### src/rtl/mul.sv
`default_nettype none
// ============================================================================
// Module   : mul
// Purpose  : Sequential 8x8 unsigned shift-add multiplier with a start/complete
//            handshake. Define MUL_EARLY_EXIT_EN to end RUN once no multiplier
//            bits remain.
// Revision : 1.0 - initial release
// ============================================================================
module mul (
    input  logic        clock,
    input  logic        reset_n,
    input  logic [7:0]  A,
    input  logic [7:0]  B,
    input  logic        start,
    output logic [15:0] P,
    output logic        complete,
    output logic        busy
);

    localparam logic [1:0] c_ST_IDLE = 2'd0;
    localparam logic [1:0] c_ST_RUN  = 2'd1;
    localparam logic [1:0] c_ST_DONE = 2'd2;

    logic [1:0]  r_state;
    logic [1:0]  w_state_next;
    logic        r_start_q;
    logic [15:0] r_acc;
    logic [15:0] r_mcand;
    logic [7:0]  r_mplier;
    logic [2:0]  r_count;
    logic [15:0] r_p;

    logic        w_start_edge;
    logic        w_accept;
    logic        w_finish;
    logic [15:0] w_next_acc;

    assign w_start_edge = start & ~r_start_q;
    assign w_accept     = w_start_edge && (r_state != c_ST_RUN);
    assign w_next_acc   = r_acc + (r_mplier[0] ? r_mcand : 16'd0);

`ifdef MUL_EARLY_EXIT_EN
    // Stop as soon as the remaining multiplier bits are all zero.
    assign w_finish = (r_count == 3'd7) || (r_mplier[7:1] == 7'd0);
`else
    assign w_finish = (r_count == 3'd7);
`endif

    always_ff @(posedge clock or negedge reset_n) begin
        if (!reset_n) begin
            r_state <= c_ST_IDLE;
        end else begin
            r_state <= w_state_next;
        end
    end

    always_comb begin
        w_state_next = r_state;
        case (r_state)
            c_ST_IDLE: if (w_accept) w_state_next = c_ST_RUN;
            c_ST_RUN:  if (w_finish) w_state_next = c_ST_DONE;
            c_ST_DONE: if (w_accept) w_state_next = c_ST_RUN;
            default:   w_state_next = c_ST_IDLE;
        endcase
    end

    always_comb begin
        busy     = (r_state == c_ST_RUN);
        complete = (r_state == c_ST_DONE);
    end

    // start_q tracks start unconditionally so an edge seen during RUN is consumed.
    always_ff @(posedge clock or negedge reset_n) begin
        if (!reset_n) begin
            r_start_q <= 1'b0;
            r_acc     <= 16'd0;
            r_mcand   <= 16'd0;
            r_mplier  <= 8'd0;
            r_count   <= 3'd0;
            r_p       <= 16'd0;
        end else begin
            r_start_q <= start;
            if (w_accept) begin
                r_mcand  <= {8'd0, A};
                r_mplier <= B;
                r_acc    <= 16'd0;
                r_count  <= 3'd0;
            end else if (r_state == c_ST_RUN) begin
                r_acc    <= w_next_acc;
                r_mcand  <= r_mcand << 1;
                r_mplier <= r_mplier >> 1;
                r_count  <= r_count + 3'd1;
                if (w_finish) begin
                    r_p <= w_next_acc;
                end
            end
        end
    end

    assign P = r_p;

endmodule
`default_nettype wire

### config.mk
export PLATFORM = sky130hd
export DESIGN_NAME = mul
export DESIGN_NICKNAME = d
export VERILOG_FILES = /design/src/rtl/mul.sv
export SDC_FILE = /design/constraint.sdc
export NUM_CORES = 1
export LEC_CHECK = 0
export CAP_MARGIN = 10
export CORE_MARGIN = 1
export CORE_UTILIZATION = 30
export CTS_CLUSTER_SIZE = 16
export DETAILED_ROUTE_END_ITERATION = 10
export MAX_ROUTING_LAYER = met4
export PLACE_DENSITY = 0.55
export SYNTH_ARGS = -nofsm -noshare
export SYNTH_HDL_FRONTEND = slang
export SYNTH_SLANG_ARGS = --single-unit
### constraint.sdc
create_clock -name clock -period 3.95 [get_ports clock]
set_input_delay 0.9875 -clock clock [delete_from_list [all_inputs] [get_ports clock]]
set_output_delay 0.9875 -clock clock [all_outputs]
set_load 0.05 [all_outputs]
# ---- Word level (Yosys, flattened, before mapping)
# Cells that the tools add are included.
dict set report op_classes {
  addsub 2
  eq_ne 6
  muxes 12
  n_bitwise 3
  reduce_logical 6
}
# operator n
set ops {}
lappend ops {{2-to-1 mux 16 bit} 5}
lappend ops {{adder 16 bit} 1}
lappend ops {{2-to-1 mux 8 bit} 2}
lappend ops {{2-to-1 mux 3 bit} 2}
lappend ops {{!= test 2 x 1 -> 1 bit (second input constant)} 3}
lappend ops {{2-to-1 mux 2 bit} 2}
lappend ops {{one-hot mux 2 bit (2 select lines)} 1}
lappend ops {{adder 3 x 1 -> 3 bit (second input constant)} 1}
lappend ops {{equality test 3 bit (second input constant)} 1}
lappend ops {{AND reduction 3 bit} 1}
lappend ops {{equality test 2 x 1 -> 1 bit (second input constant)} 1}
lappend ops {{equality test 2 bit (second input constant)} 1}
lappend ops {{zero test 2 bit} 1}
lappend ops {{NOT 1 bit} 2}
lappend ops {{AND reduction 2 bit} 1}
lappend ops {{nonzero test 2 bit} 1}
lappend ops {{OR reduction 2 bit} 1}
lappend ops {{AND 1 bit} 1}
lappend ops {{logical AND 1 bit} 1}
dict set report word_totals {
  ff_bits 62
  input_bits 19
  output_inout_bits 18
  wordCells 36
}

# ---- Logic depth before layout (Yosys ltp)
# Gate-level depths: netlist of the first run.
dict set report depth {
  word_depth 5
  mapped_depth 10
  depth_no_buf 9
}

# ---- Worst setup path before layout of the first run
# Ideal clock, no wire load.
dict set report synth_path {
  kind {register -> register}
  startpoint {register r_mplier[0]}
  endpoint {register r_p[12], in the netlist P[12]}
  setup_time_ns 0.131
  arrival_ns 2.374
  t_required_ns 3.819
  path_slack_ns 1.445
  path_stages_with_launch 11
  n_path_buf 1
  synth_period_minus_slack_ns 2.505
  path_cell_list {dfrtp_1 clkbuf_1 and2_1 ha_1 fa_1 a21o_1 a31o_2 a41oi_2 o311ai_2 xnor2_1 o21ai_1}
}
dict set report synth_between {
  elab_chain_len 2
}
# item line
set synth_lines {}
lappend synth_lines {{start: declaration} 29} ;# logic [7:0] r_mplier;
lappend synth_lines {{start signal: assignment} 91} ;# r_mplier <= r_mplier >> 1;
lappend synth_lines {{2-to-1 mux 16 bit} 40} ;# assign w_next_acc = r_acc + (r_mplier[0] ? r_mcand : 16'd0);
lappend synth_lines {{adder 16 bit} 40}
lappend synth_lines {{end signal: assignment} 94} ;# r_p <= w_next_acc;
lappend synth_lines {{end: declaration} 31} ;# logic [15:0] r_p;
# No other way between the ends.
# A chain may end at the register's enable or synchronous reset.

# ---- Final worst setup path of the first run
dict set report layout_path {
  startpoint {register r_state[1]}
  endpoint {output port busy}
}
dict set report layout_between {
  elab_chain_len 1
}
# item line
set layout_lines {}
lappend layout_lines {{start: declaration} 24} ;# logic [1:0] r_state;
lappend layout_lines {{start signal: assignment} 51} ;# r_state <= c_ST_IDLE;
lappend layout_lines {{start signal: assignment} 53} ;# r_state <= w_state_next;
lappend layout_lines {{equality test 2 x 1 -> 1 bit} 68} ;# busy = (r_state == c_ST_RUN);
lappend layout_lines {{end: declaration} 17} ;# output logic busy
# No other way between the ends.

==> flow_summary_export.csv, run 1 <==
group,metric,value,unit
cells_and_area,final_area,4050,sq um
logic_synthesis,synth-seq-cells,62,
grt,grt_pass1_wl,12.5,mm
worst_setup_path,path_max_fanout,2,
logic_synthesis,yosys_most_used_dff,"dfrtp_1",
cells_and_area,mostFrequentLayoutCells,"nand2_1 (72), dfrtp_1 (62), clkdlybuf4s50_1 (35)",
die,design.die.area,11400,sq um
die,die_h,107,microns
power,switchingPower,0.00175,W
sta,slew_violations,0,
outcome,status,"completed",
die,io_pins,37,
placed_design,placed_area,3790,sq um
clock_tree,path_clk_slew,0.07,ns
power,comb_power_share,54.7,%
route,wire_per_inst,14.0,microns
cells_and_area,area.growth.synth_to_final,23.1,%
clock_tree,cts-root-buf,"clkbuf_8",
route,drtAntennaViolNets,0,
logic_synthesis,yosysUniqueCellTypes,52,
logic_synthesis,syn_area,3290,sq um
grt,grt_pass1_vias,2542,
clock_tree,cts_buffer_depth,2,
clock_tree,cts_setup_buffers,0,
grt,grt_start_max_net_pins,51,
hold_path,min_from,"P[6]$_DFFE_PN0P_",
route,num_vias,2523,
power,peakVddDrop,333,uV
flow_run,max_cap_violations,0,
route,first_pass_iters,4,
sta,min_period,2.74,ns
power,p_clk_share,16.6,%
sta,fmax,366,MHz
logic_synthesis,async_reset_ff_share,100,%
logic_synthesis,synth_edf_count,0,
worst_setup_path,crit_path_start_kind,"flip-flop",
placed_design,place_congestion,0.837,
logic_synthesis,syn_inst,337,
power,cellPowerDensity,973,nW/um^2
die,initial_utilization,31.4,%
sta,hold_viol_final,0,
worst_setup_path,startpoint,"r_state[1]$_DFFE_PN0P_",
power,switching_share,44.5,%
grt,grt-ovfl-total,0,
hold_path,hold_path.class,"reg2reg",
clock_tree,worstSkewPairLatency,0.34,ns
logic_synthesis,synth_area_per_cell,9.75,sq um
die,rows,37,
route,vias_per_cell,4.89,
worst_setup_path,critical_path_class,"reg2out",
clock_tree,tritoncts,"built",
logic_synthesis,ys_seq_area_share,47.2,%
worst_setup_path,worst_setup_path_end_kind,"primary output",
logic_synthesis,syn_nets,374,
die,coreArea,10500,sq um
sta,tightest_slew,0.662,ns
sta,fin_setup_tns,0,ns
sta,fin_skew,0.0101,ns
worst_setup_path,cp.arrival,1.75,ns
cells_and_area,drive_above_1_share,11.1,%
placed_design,dp_hpwl,5.00,mm
clock_tree,cts_buffers,9,
sta,fin_crit_sh,69.3,%
route,totalWireLength,7.20,mm
cells_and_area,diodes,0,
placed_design,port_buffers,36,
route,drc_errors,0,
clock_tree,postCtsHoldBufs,0,
worst_setup_path,r2r-start,"r_mplier[0]$_DFFE_PN0P_",
grt,grt.total_usage,14.5,%
clock_tree,htree_levels,3,
cells_and_area,nNetsFinal,412,
worst_setup_path,required,2.96,ns
power,seqPwrFrac,28.6,%
sta,slew-limit-headroom,55.9,%
die,die_width,107,microns
clock_tree,cts.repair.resized,0,
clock_tree,cts_sinks,62,
power,p_leak,1.77,nW
logic_synthesis,ys_warn_count,0,
route,drt_iter0_drc,138,
sta,rsz0062_at_grt,"no",
cells_and_area,final_common_cell,"nand2_1",
grt,antenna_found_initial,0,
power,p_int,0.00218,W
sta,setup_viol,0,
-- sequential cells by signal, indices dropped and copies added (netlist names) --
signal	count
P	16
r_acc	16
r_count	3
r_mcand	16
r_mplier	8
r_start_q	1
r_state	2
-- worst max-delay path, cell delays in order (launching register included) --
cell and delay [ns]:
dfrtp_1 0.37, nand2b_1 0.16, inv_2 0.07, clkdlybuf4s50_1 0.81
-- cells in the mapped netlist (3+ instances only) --
cell | count | share of area, %
nor2_1 | 17 | 1.9
xnor2_1 | 5 | 1.3
o31ai_1 | 4 | 0.91
ha_1 | 17 | 6.5
dfrtp_1 | 62 | 47
clkbuf_1 | 10 | 1.1
o211ai_1 | 3 | 0.69
a21o_1 | 5 | 1.1
o21ai_1 | 6 | 0.91
a22o_1 | 12 | 3.2
a21oi_1 | 15 | 2.3
nand2b_1 | 3 | 0.57
nor2b_1 | 4 | 0.76
nand2_1 | 72 | 8.2
buf_2 | 4 | 0.61
a31oi_1 | 16 | 3.0
o21ai_0 | 22 | 3.3
xor2_1 | 5 | 1.3
and2_1 | 16 | 3.0
-- area by class of cell --
cell class | count | area, sq um
fill | 1079 | 6420
multi-input combinational | 255 | 1650
sequential | 62 | 1550
timing repair buffer | 44 | 428
tap | 136 | 170
clock buffer | 13 | 169
clock inverter | 3 | 65.1
inverter | 3 | 11.3
-- power groups by stage --
stage	combinational (W)	sequential, W	clock (W)
6_report	0.00215	0.00113	0.000655
5_1_grt	0.00240	0.00117	0.000698
4_1_cts	0.00216	0.00113	0.000667
3_5_place_dp	0.00216	0.00114	0
3_3_place_gp	0.00213	0.00113	0
2_1_floorplan	0.00141	0.00133	0
-- logic make-up (layout without fill, tap and decap cells) --
family | Yosys count | in the layout | share of synthesized area (%)
compound gates | 103 | 103 | 23.0
xor+xnor | 10 | 10 | 2.66
fa+ha+maj | 18 | 18 | 7.08
buf+inv | 20 | 63 | 2.55
flops | 62 | 62 | 47.2
mux | 3 | 3 | 0.990
simple gates | 121 | 121 | 16.5
-- metrics by stage --
step / total power, W / std cells / hold WS [ns] / util, % / worst slack [ns]
finish: 0.00394 / 516 / 0.478 / 38.7 / 1.21
CTS: 0.00396 / 515 / 0.485 / 38.5 / 1.18
floorplan: 0.00274 / 337 / 0.448 / - / 1.44
global route: 0.00426 / 516 / 0.498 / 38.7 / 1.07
detailed placement: 0.00330 / 499 / 0.470 / 36.2 / 1.22
global placement: 0.00326 / 499 / 0.462 / 36.2 / 1.33
-- worst paths after layout --
check                                           to  slack, ns  cells past startpoint
max                                           busy       1.21                      3
min                               P[6]$_DFFE_PN0P_       0.48                      2
max reg2reg                  r_acc[10]$_DFFE_PN0P_       1.23                      9
min reg2reg                       P[6]$_DFFE_PN0P_       0.48                      2
max in group asynchronous  r_mplier[3]$_DFFE_PN0P_       2.61                      3
min in group asynchronous         P[5]$_DFFE_PN0P_       0.58                      1
-- per-layer routing --
metal | up-vias | global-route usage, % | part of all wire (%)
li1 | 1268 | - | -
met1 | 1188 | 18.9 | 50
met2 | 53 | 22.0 | 44
met3 | 14 | 3.40 | 3.4
met4 | 0 | 4.99 | 1.8
met5 | - | - | 0
No activity file was read; power rests on OpenSTA's default activity.
==> inputs of run 2 (changes only) <==
- clock period: 3.95 -> 2.6 ns (I/O delays scaled with it)
==> flow_summary_export.csv, run 2 (same netlist as run 1, synthesis figures left out) <==
group,metric,value,unit
worst_setup_path,worst-r2r-setup-slack,0.16,ns
sta,worst_hold_slack,0.301,ns
worst_setup_path,cp.arrival,1.79,ns
clock_tree,tritoncts,"built",
route,totalWireLength,7.18,mm
placed_design,dp.cells,502,
worst_setup_path,required,1.95,ns
clock_tree,cts_buffer_depth,2,
worst_setup_path,startpoint,"r_state[0]$_DFFE_PN0P_",
sta,tightest_slew,0.664,ns
clock_tree,cts_buffers,9,
sta,fin_crit_sh,94.0,%
die,initial_utilization,31.4,%
die,coreArea,10500,sq um
grt,grt_start_max_net_pins,44,
worst_setup_path,crit_path_start_kind,"flip-flop",
sta,fin_skew,0.00556,ns
die,rows,37,
clock_tree,htree_levels,3,
worst_setup_path,cpMaxStageDelayCell,"clkdlybuf4s50_1",
worst_setup_path,crit_buf_inv,1,
power,cellPowerDensity,1470,nW/um^2
sta,min_period,2.44,ns
clock_tree,postCtsHoldBufs,0,
route,drc_errors,0,
cells_and_area,fillers,1071,
route,first_pass_iters,4,
worst_setup_path,r2r-start,"r_mplier[0]$_DFFE_PN0P_",
grt,grt.total_usage,14.6,%
sta,slew-limit-headroom,55.7,%
clock_tree,cts-root-buf,"clkbuf_8",
grt,antenna_found_initial,0,
sta,setup_viol,0,
route,drt_iter0_drc,105,
power,peakVddDrop,461,uV
route,wire_per_inst,13.9,microns
placed_design,port_buffers,36,
cells_and_area,final_common_cell,"nand2_1",
worst_setup_path,critPathMaxStageDelay,0.84,ns
cells_and_area,diodes,0,
die,die_h,107,microns
grt,grt-ovfl-total,0,
cells_and_area,final_cell_count_no_fill,517,
route,num_vias,2536,
cells_and_area,multi_input_area,1660,sq um
worst_setup_path,crit_chain,"nor2b_1, clkdlybuf4s50_1",
cells_and_area,mostFrequentLayoutCells,"nand2_1 (72), dfrtp_1 (62), clkdlybuf4s50_1 (34)",
worst_setup_path,path_max_fanout,3,
sta,hold_viol_final,0,
worst_setup_path,critical_path.top_delay_family,"buffers and inverters",
power,p_leak,1.76,nW
hold_path,hold_path.class,"in2async",
grt,grt_pass1_vias,2625,
sta,slew_violations,0,
flow_run,max_cap_violations,0,
sta,fmax,409,MHz
outcome,status,"completed",
worst_setup_path,worst_setup_path_end_kind,"primary output",
route,vias_per_cell,4.91,
power,power,0.00590,W
sta,fin_setup_tns,0,ns
die,design.die.area,11400,sq um
die,io_pins,37,
worst_setup_path,critical_path_class,"reg2out",
cells_and_area,drive_above_1_share,11.5,%
cells_and_area,nNetsFinal,415,
route,drtAntennaViolNets,0,
clock_tree,path_clk_slew,0.07,ns
clock_tree,worstSkewPairLatency,0.35,ns
sta,rsz0062_at_grt,"no",
die,die_width,107,microns
cells_and_area,ff_latch_area,1550,sq um
placed_design,place_congestion,0.872,
clock_tree,cts_sinks,62,
grt,grt_pass1_wl,12.5,mm
placed_design,dp_hpwl,5.15,mm
cells_and_area,area.growth.synth_to_final,22.6,%
run 2: power by group:
part / total (W) / switching (W) / internal (W)
registers: 0.00169 / 0.000273 / 0.00142
clock network: 0.000781 / 0.000368 / 0.000412
logic: 0.00343 / 0.00206 / 0.00137
total: 0.00590 / 0.00270 / 0.00320
run 2: timing repair:
item / CTS / global route
setup endpoints to repair: 0 / 9
buffers inserted: 0 / 1
gates resized for setup: 0 / 3
run 2: layout make-up:
type | instances | share of cell area, %
multi-input cells | 255 | 41.3
flip-flops and latches | 62 | 38.5
repair buffers | 47 | 11.4
well taps | 136 | 4.22
clock buffers | 13 | 4.19
inverters | 3 | 0.279
clock inverters | 1 | 0.124
run 2: final timing paths:
path,endpoint,depth (start not counted)
min reg2reg,P[5]$_DFFE_PN0P_,2
max reg2reg,P[15]$_DFFE_PN0P_,9
max,complete,2
min in group clock,P[5]$_DFFE_PN0P_,2
min,r_acc[5]$_DFFE_PN0P_,1
max in group asynchronous,r_start_q$_DFF_PN0_,2
run 2: metal layers:
layer | vias up | share of wire, % | GRT usage, %
met3 | 12 | 3.1 | 2.98
met4 | 0 | 2.2 | 6.95
li1 | 1276 | - | -
met1 | 1206 | 50 | 18.3
met2 | 42 | 45 | 22.7
met5 | - | 0 | -
run 2: per-stage QoR:
| step | setup WS, ns | instance area [sq um] | utilization [%] |
|---|---|---|---|
| 6_report | 0.157 | 4030 | 38.5 |
| 3_3_place_gp | 0.137 | 3840 | 36.7 |
| 4_1_cts | 0.0448 | 4010 | 38.3 |
| 2_1_floorplan | 0.0950 | 3290 | - |
| 3_5_place_dp | 0.0655 | 3840 | 36.7 |
| 5_1_grt | 0.0107 | 4030 | 38.5 |
